### src/rtl/mult_pkg.sv
// Shared types and helpers for the shift-add multiplier.
// Holds the FSM state encoding and the width rule for the cycle counter.
package mult_pkg;

   typedef enum logic [1:0] {
      IDLE = 2'd0,
      RUN  = 2'd1,
      DONE = 2'd2
   } state_t;

   // The counter must be able to hold Q_WIDTH itself.
   function automatic int count_width(input int q_width);
      return $clog2(q_width + 1);
   endfunction

endpackage

### src/rtl/mult_row.sv
// One row of an array multiplier: the AND partial product of m_i and q_bit_i
// is added to acc_i through a ripple-carry chain.
module mult_row #(
   parameter int M_WIDTH = 3
) (
   input  logic [M_WIDTH-1:0] m_i,
   input  logic               q_bit_i,
   input  logic [M_WIDTH-1:0] acc_i,
   input  logic               cin_i,
   output logic [M_WIDTH-1:0] sum_o,
   output logic               cout_o
);

   logic carry;
   logic pp;

   always_comb begin
      sum_o = '0;
      carry = cin_i;
      pp    = 1'b0;
      for (int i = 0; i < M_WIDTH; i++) begin
         pp       = m_i[i] & q_bit_i;
         sum_o[i] = acc_i[i] ^ pp ^ carry;
         carry    = (acc_i[i] & pp) | (carry & (acc_i[i] ^ pp));
      end
      cout_o = carry;
   end

endmodule

### src/rtl/shift_add_multiplier.sv
// Sequential unsigned multiplier: one reused multiplier row, one multiplier
// bit per clock, valid/ready handshakes on both the operand and product side.
module shift_add_multiplier
   import mult_pkg::*;
#(
   parameter int M_WIDTH = 3,
   parameter int Q_WIDTH = 2,
   parameter int P_WIDTH = M_WIDTH + Q_WIDTH
) (
   input  logic               clock,
   input  logic               reset_n,
   input  logic               in_valid,
   output logic               in_ready,
   input  logic [M_WIDTH-1:0] min,
   input  logic [Q_WIDTH-1:0] qin,
   output logic               out_valid,
   input  logic               out_ready,
   output logic [P_WIDTH-1:0] product
);

   localparam int             CW   = count_width(Q_WIDTH);
   localparam logic [CW-1:0]  LAST = CW'(Q_WIDTH - 1);

   state_t             state_q, state_d;
   logic [M_WIDTH-1:0] m_q, m_d;
   logic [Q_WIDTH-1:0] q_q, q_d;
   logic [P_WIDTH-1:0] acc_q, acc_d;
   logic [CW-1:0]      count_q, count_d;

   logic [M_WIDTH-1:0] row_sum;
   logic               row_cout;
   logic [P_WIDTH-1:0] acc_step;
   logic               accept;

   mult_row #(.M_WIDTH(M_WIDTH)) u_row (
      .m_i     (m_q),
      .q_bit_i (q_q[0]),
      .acc_i   (acc_q[P_WIDTH-1:Q_WIDTH]),
      .cin_i   (1'b0),
      .sum_o   (row_sum),
      .cout_o  (row_cout)
   );

   // Row result lands in the top bits; the low part shifts right by one.
   generate
      if (Q_WIDTH == 1) begin : g_q1
         assign acc_step = {row_cout, row_sum};
      end else begin : g_qn
         assign acc_step = {row_cout, row_sum, acc_q[Q_WIDTH-1:1]};
      end
   endgenerate

   assign in_ready  = reset_n & ((state_q == IDLE) | ((state_q == DONE) & out_ready));
   assign accept    = in_valid & in_ready;
   assign out_valid = (state_q == DONE);
   assign product   = acc_q;

   always_comb begin
      state_d = state_q;
      m_d     = m_q;
      q_d     = q_q;
      acc_d   = acc_q;
      count_d = count_q;
      if (accept) begin
         // Covers both IDLE and the same-edge retire-and-reload from DONE.
         m_d     = min;
         q_d     = qin;
         acc_d   = '0;
         count_d = '0;
         state_d = RUN;
      end else begin
         case (state_q)
            RUN: begin
               acc_d   = acc_step;
               q_d     = q_q >> 1;
               count_d = count_q + 1'b1;
               if (count_q == LAST) begin
                  state_d = DONE;
               end
            end
            DONE: begin
               if (out_ready) begin
                  state_d = IDLE;
               end
            end
            IDLE:    state_d = IDLE;
            default: state_d = IDLE;
         endcase
      end
   end

   always_ff @(posedge clock or negedge reset_n) begin
      if (!reset_n) begin
         state_q <= IDLE;
         m_q     <= '0;
         q_q     <= '0;
         acc_q   <= '0;
         count_q <= '0;
      end else begin
         state_q <= state_d;
         m_q     <= m_d;
         q_q     <= q_d;
         acc_q   <= acc_d;
         count_q <= count_d;
      end
   end

endmodule

### config.mk
export PLATFORM = sky130hd
export DESIGN_NAME = shift_add_multiplier
export DESIGN_NICKNAME = d
export VERILOG_FILES = /design/src/rtl/mult_pkg.sv /design/src/rtl/mult_row.sv /design/src/rtl/shift_add_multiplier.sv
export SDC_FILE = /design/constraint.sdc
export NUM_CORES = 1
export LEC_CHECK = 0
export ABC_AREA = 1
export BUFFER_PORTS_ARGS = -buffer_cell sky130_fd_sc_hd__buf_2
export CORE_UTILIZATION = 50
export CTS_CLUSTER_SIZE = 16
export DETAILED_ROUTE_END_ITERATION = 12
export MAX_ROUTING_LAYER = met4
export PLACE_DENSITY = 0.74
export SYNTH_ARGS = -nofsm -noshare
export SYNTH_HDL_FRONTEND = slang
export SYNTH_SLANG_ARGS = --single-unit
### constraint.sdc
create_clock -name clock -period 2.9 [get_ports clock]
set_input_delay 0.58 -clock clock [delete_from_list [all_inputs] [get_ports clock]]
set_output_delay 0.58 -clock clock [all_outputs]
set_load 0.03 [all_outputs]
# ---- Word level (Yosys, flattened, before mapping)
# Cells that the tools add are included.
dict set report word_totals {
  regBits 14
  in_bits 9
  out_inout_bits 7
  wordCells 43
}
dict set report classes {
  n_addsub 1
  n_eq_ne 5
  n_mux 10
  n_bitwise 19
  n_reduce_logical 3
}
# cell n
set ops {}
lappend ops {{2-to-1 mux 2 bit} 7}
lappend ops {{bitwise AND 1 bit} 11}
lappend ops {{2-to-1 mux 5 bit} 2}
lappend ops {{XOR 1 bit} 5}
lappend ops {{== test 2 x 1 -> 1 bit, second input constant} 2}
lappend ops {{case mux 2 bit (2 select lines)} 1}
lappend ops {{inequality test 3 x 1 -> 1 bit, second input constant} 1}
lappend ops {{inequality test 3 bit, second input constant} 1}
lappend ops {{OR 1 bit} 3}
lappend ops {{adder 2 x 1 -> 2 bit, second input constant} 1}
lappend ops {{== test 2 bit, second input constant} 1}
lappend ops {{zero test 2 bit} 1}
lappend ops {{AND reduction 2 bit} 1}
lappend ops {{nonzero test 2 bit} 1}

# ---- Depth between registers and ports, before layout
dict set report logic_depth {
  depth_word 8
  ltp_mapped 11
  mapped_depth_nobuf 11
}

# ---- By module
# A second synthesis with hierarchy kept.
dict set report unflattened {
  cells_unflattened 100
  area_unflattened_um2 768.2
}
# module instances cells_per_inst area_per_inst_um2 seq_area_each_um2
set modules_own_cells {}
lappend modules_own_cells {shift_add_multiplier 1 85 663.1 350.3}
lappend modules_own_cells {mult_row 1 15 105.1 0.0}

# ---- Least setup slack after synthesis
# No wires, ideal clock.
dict set report synth_timing {
  path_kind {register to register}
  startpoint {register acc_q[2], in the netlist product[2]}
  endpoint {register acc_q[3], in the netlist product[3]}
  setup_time_ps 111
  arrival_ps 1755
  t_required_ps 2789
  slack_ps 1034
  path_stages_with_launch 10
  n_path_buf 0
  synth_period_minus_slack_ps 1866
  path_cell_list {dfrtp_1 > ha_1 > inv_1 > fa_1 > inv_1 > fa_1 > nand2_1 > o21ai_1 > nand2_2 > inv_2}
}
dict set report synth_via {
  elab_chain_len 6
}
# element line_no
set synth_rtl {}
lappend synth_rtl {{from (decl)} shift_add_multiplier.sv:27} ;# logic [P_WIDTH-1:0] acc_q, acc_d;
lappend synth_rtl {{from (signal assigned)} shift_add_multiplier.sv:97} ;# acc_q <= '0;
lappend synth_rtl {{from (signal assigned)} shift_add_multiplier.sv:103} ;# acc_q <= acc_d;
lappend synth_rtl {{bitwise AND 1 bit (2 in a row)} mult_row.sv:24} ;# carry = (acc_i[i] & pp) | (carry & (acc_i[i] ^ pp));
lappend synth_rtl {{OR 1 bit} mult_row.sv:24}
lappend synth_rtl {{XOR 1 bit} mult_row.sv:23} ;# sum_o[i] = acc_i[i] ^ pp ^ carry;
lappend synth_rtl {{2-to-1 mux 5 bit} shift_add_multiplier.sv:72} ;# case (state_q)
lappend synth_rtl {{2-to-1 mux 5 bit} shift_add_multiplier.sv:64} ;# if (accept) begin
# No other way between the ends. The select of a mux whose other input is x is not followed.
# A chain may end at the register's enable or synchronous reset.

# ---- Worst setup path in the final report
dict set report layout_timing {
  startpoint {input port reset_n}
  endpoint {output port in_ready}
}
dict set report layout_via {
  elab_chain_len 1
}
# element line_no
set layout_rtl {}
lappend layout_rtl {{from (decl)} shift_add_multiplier.sv:11} ;# input logic reset_n,
lappend layout_rtl {{bitwise AND 1 bit} shift_add_multiplier.sv:53} ;# assign in_ready = reset_n & ((state_q == IDLE) | ((state_q == DONE) & out_ready));
lappend layout_rtl {{to (decl)} shift_add_multiplier.sv:13} ;# output logic in_ready,
# No other way between the ends.

==> impl_metrics.tcl <==
set metrics [dict create \
    coreArea_um2 1350 \
    path_buf_inv 4 \
    cp.required_ns 2.32 \
    hold_class "in -> async" \
    grt_max_degree 16 \
    grt_pass1_wl_um 1930 \
    n_antenna_cell 0 \
    yosysWarnings 0 \
    cap_violations 0 \
    nFillCells 135 \
    wire_per_inst_um 9.78 \
    finalNetCount 124 \
    io_buffer_count 15 \
    cts_buffer_depth 2 \
    post_cts_resized 0 \
    crit_fanout 15 \
    cellInternalPower_mw 0.479 \
    drtIter0Drc 3 \
    comb_power_share 0.443 \
    numCtsBuffers 3 \
    cts.sinks 14 \
    p_seq_frac 0.393 \
    die_area_um2 1670 \
    dp_hpwl_um 903 \
    finalClockSkew_ns 0.00397 \
    postRouteAntennaNets 0 \
    status "complete, no violations" \
    clk_latency_ns 0.28 \
    vias 590 \
    std_cell_rows 13 \
    drc 0 \
    drt_wl_total_um 1220 \
    cts_setup_buffers 0 \
    end_kind "primary output" \
    drive_gt1_frac 0.273 \
    slew_violations 0 \
    startpoint_type "input pin" \
    timing.final.crit_period_ns 1.97 \
    slowest_delay_ns 0.29 \
    swShare 0.436 \
    ys_seq_area_frac 0.465 \
    worst-setup-path-type "in -> out" \
    drt_first_pass_iters 4 \
    synthDistinctLibCells 17 \
    grt-ovfl-total 0 \
    switchingPower_mw 0.370 \
    place.gp.congestion 0.739 \
    placed_area_um2 825 \
    dpl_worst_slack_ns 0.901 \
    cts_tree "done" \
    post-route-period-util 0.680 \
    clkPwrFrac 0.163 \
    start_util 0.558 \
    cp_top_family "buffers and inverters" \
    netlist_area_um2 753 \
    synth.ff_latch_count 14 \
    maxClockFrequency_mhz 507 \
    die_y_um 40.8 \
    first_global_vias 474 \
    rsz0062_at_grt "false" \
    setup_violations 0 \
    clk_pin_slew_ns 0.09 \
    slowest_stage "buf_2" \
    via_per_inst 4.72 \
    htree_levels 1 \
    synth_nets 106 \
    p_leak_nw 0.550 \
    powerDensity_nw_per_um2 986 \
    synth.avg_cell_area_um2 8.10 \
    tightest_slew_ns 0.350 \
    root_buffer "clkbuf_4" \
    hold_viol_final 0 \
    syn_inst 93 \
    cts_hold_buf 0 \
    antenna_found_initial 0 \
    slew-limit-headroom 0.766 \
    cp_cell_sequence "buf_2 > inv_1 > nor2_2 > nand2_1 > inv_1 > buf_2" \
    fin_ws_ns 0.927 \
    whs_ns 0.188 \
    arrival_ns 1.39 \
    setup_tns_ns 0 \
    die_w_um 40.8 \
    grt_usage 0.194 \
    design_area_um2 861 \
    area_growth_syn_to_layout_pct 14.3 \
    ios 16 \
    vdd_ir_drop_max_mv 0.559 \
]
[per-stage QoR]
| step | utilization | cells | power (mW) |
|---|---|---|---|
| after global placement | 0.611 | 121 | 0.704 |
| after global routing | 0.638 | 125 | 0.928 |
| after CTS | 0.638 | 125 | 0.859 |
| final | 0.638 | 125 | 0.849 |
| after floorplan | - | 93 | 0.640 |
| after detailed placement | 0.611 | 121 | 0.717 |
[kinds of logic after synthesis]
group           after synthesis  synth area share
compound gates                5            0.0382
xor+xnor                      1            0.0116
fa+ha+maj                     4            0.0864
buf+inv                      21             0.125
flops                        14             0.465
simple gates                 48             0.274
[power by group through the flow]
stage	sequential, mW	clock [mW]	combinational (mW)
CTS	0.335	0.142	0.383
finish	0.334	0.139	0.377
global route	0.342	0.152	0.434
floorplan	0.371	0	0.268
detailed placement	0.336	0	0.381
global placement	0.335	0	0.369
[sequential cells by signal, indices dropped and copies added, names as in the netlist]
name / cells
product: 5
m_q: 3
count_q: 2
q_q: 2
state_q: 2
[layout by cell type (no fill, tap or decap)]
master,synthesis,routed
o21ai_1,3,3
a21oi_1,1,1
nor2_1,3,3
inv_2,3,3
buf_2,0,15
fa_1,2,2
inv_1,16,16
nor2_2,1,1
nand2_2,5,5
clkbuf_8,0,1
nand3_2,1,1
o21ai_2,1,1
nand4_1,1,1
nand2_1,35,35
dfrtp_1,14,14
ha_1,2,2
xor2_1,1,1
clkbuf_4,0,3
nand3_1,2,2
[cell type report]
class | count | area (µm²) | share of cell area
inverter | 19 | 71.3 | 0.0828
timing repair buffer | 15 | 75.1 | 0.0872
tap | 15 | 18.8 | 0.0218
sequential | 14 | 350 | 0.407
multi-input combinational | 58 | 309 | 0.359
clock buffer | 4 | 36.3 | 0.0422
[Yosys cell counts]
library cell | n | share of area
nand3_2 | 1 | 0.013
inv_2 | 3 | 0.015
o21ai_1 | 3 | 0.020
nand2_1 | 35 | 0.17
a21oi_1 | 1 | 0.0066
inv_1 | 16 | 0.080
fa_1 | 2 | 0.053
nand3_1 | 2 | 0.013
xor2_1 | 1 | 0.012
nor2_2 | 1 | 0.0083
nand4_1 | 1 | 0.0083
buf_6 | 2 | 0.030
nand2_2 | 5 | 0.042
ha_1 | 2 | 0.033
dfrtp_1 | 14 | 0.47
nor2_1 | 3 | 0.015
o21ai_2 | 1 | 0.012
[layer usage]
| metal | share of wire | global-route usage | vias to the layer above |
|---|---|---|---|
| li1 | - | - | 305 |
| met1 | 0.47 | 0.218 | 263 |
| met2 | 0.46 | 0.305 | 18 |
| met3 | 0.056 | 0.0652 | 4 |
| met4 | 0.018 | 0.100 | 0 |
| met5 | 0 | - | - |
[path summary, 6_finish.rpt]
| path | start | endpoint | slack, ns | cells past startpoint |
|---|---|---|---|---|
| max | reset_n | in_ready | 0.93 | 6 |
| min | reset_n | state_q[1] | 0.19 | 1 |
| max reg2reg | q_q[0] | product[3] | 1.03 | 11 |
| min reg2reg | m_q[2] | m_q[2] | 0.50 | 2 |
| max in group asynchronous | reset_n | count_q[1] | 2.47 | 1 |
| min in group clock | min[0] | m_q[0] | 0.49 | 3 |
No activity file was read; power rests on OpenSTA's default activity.
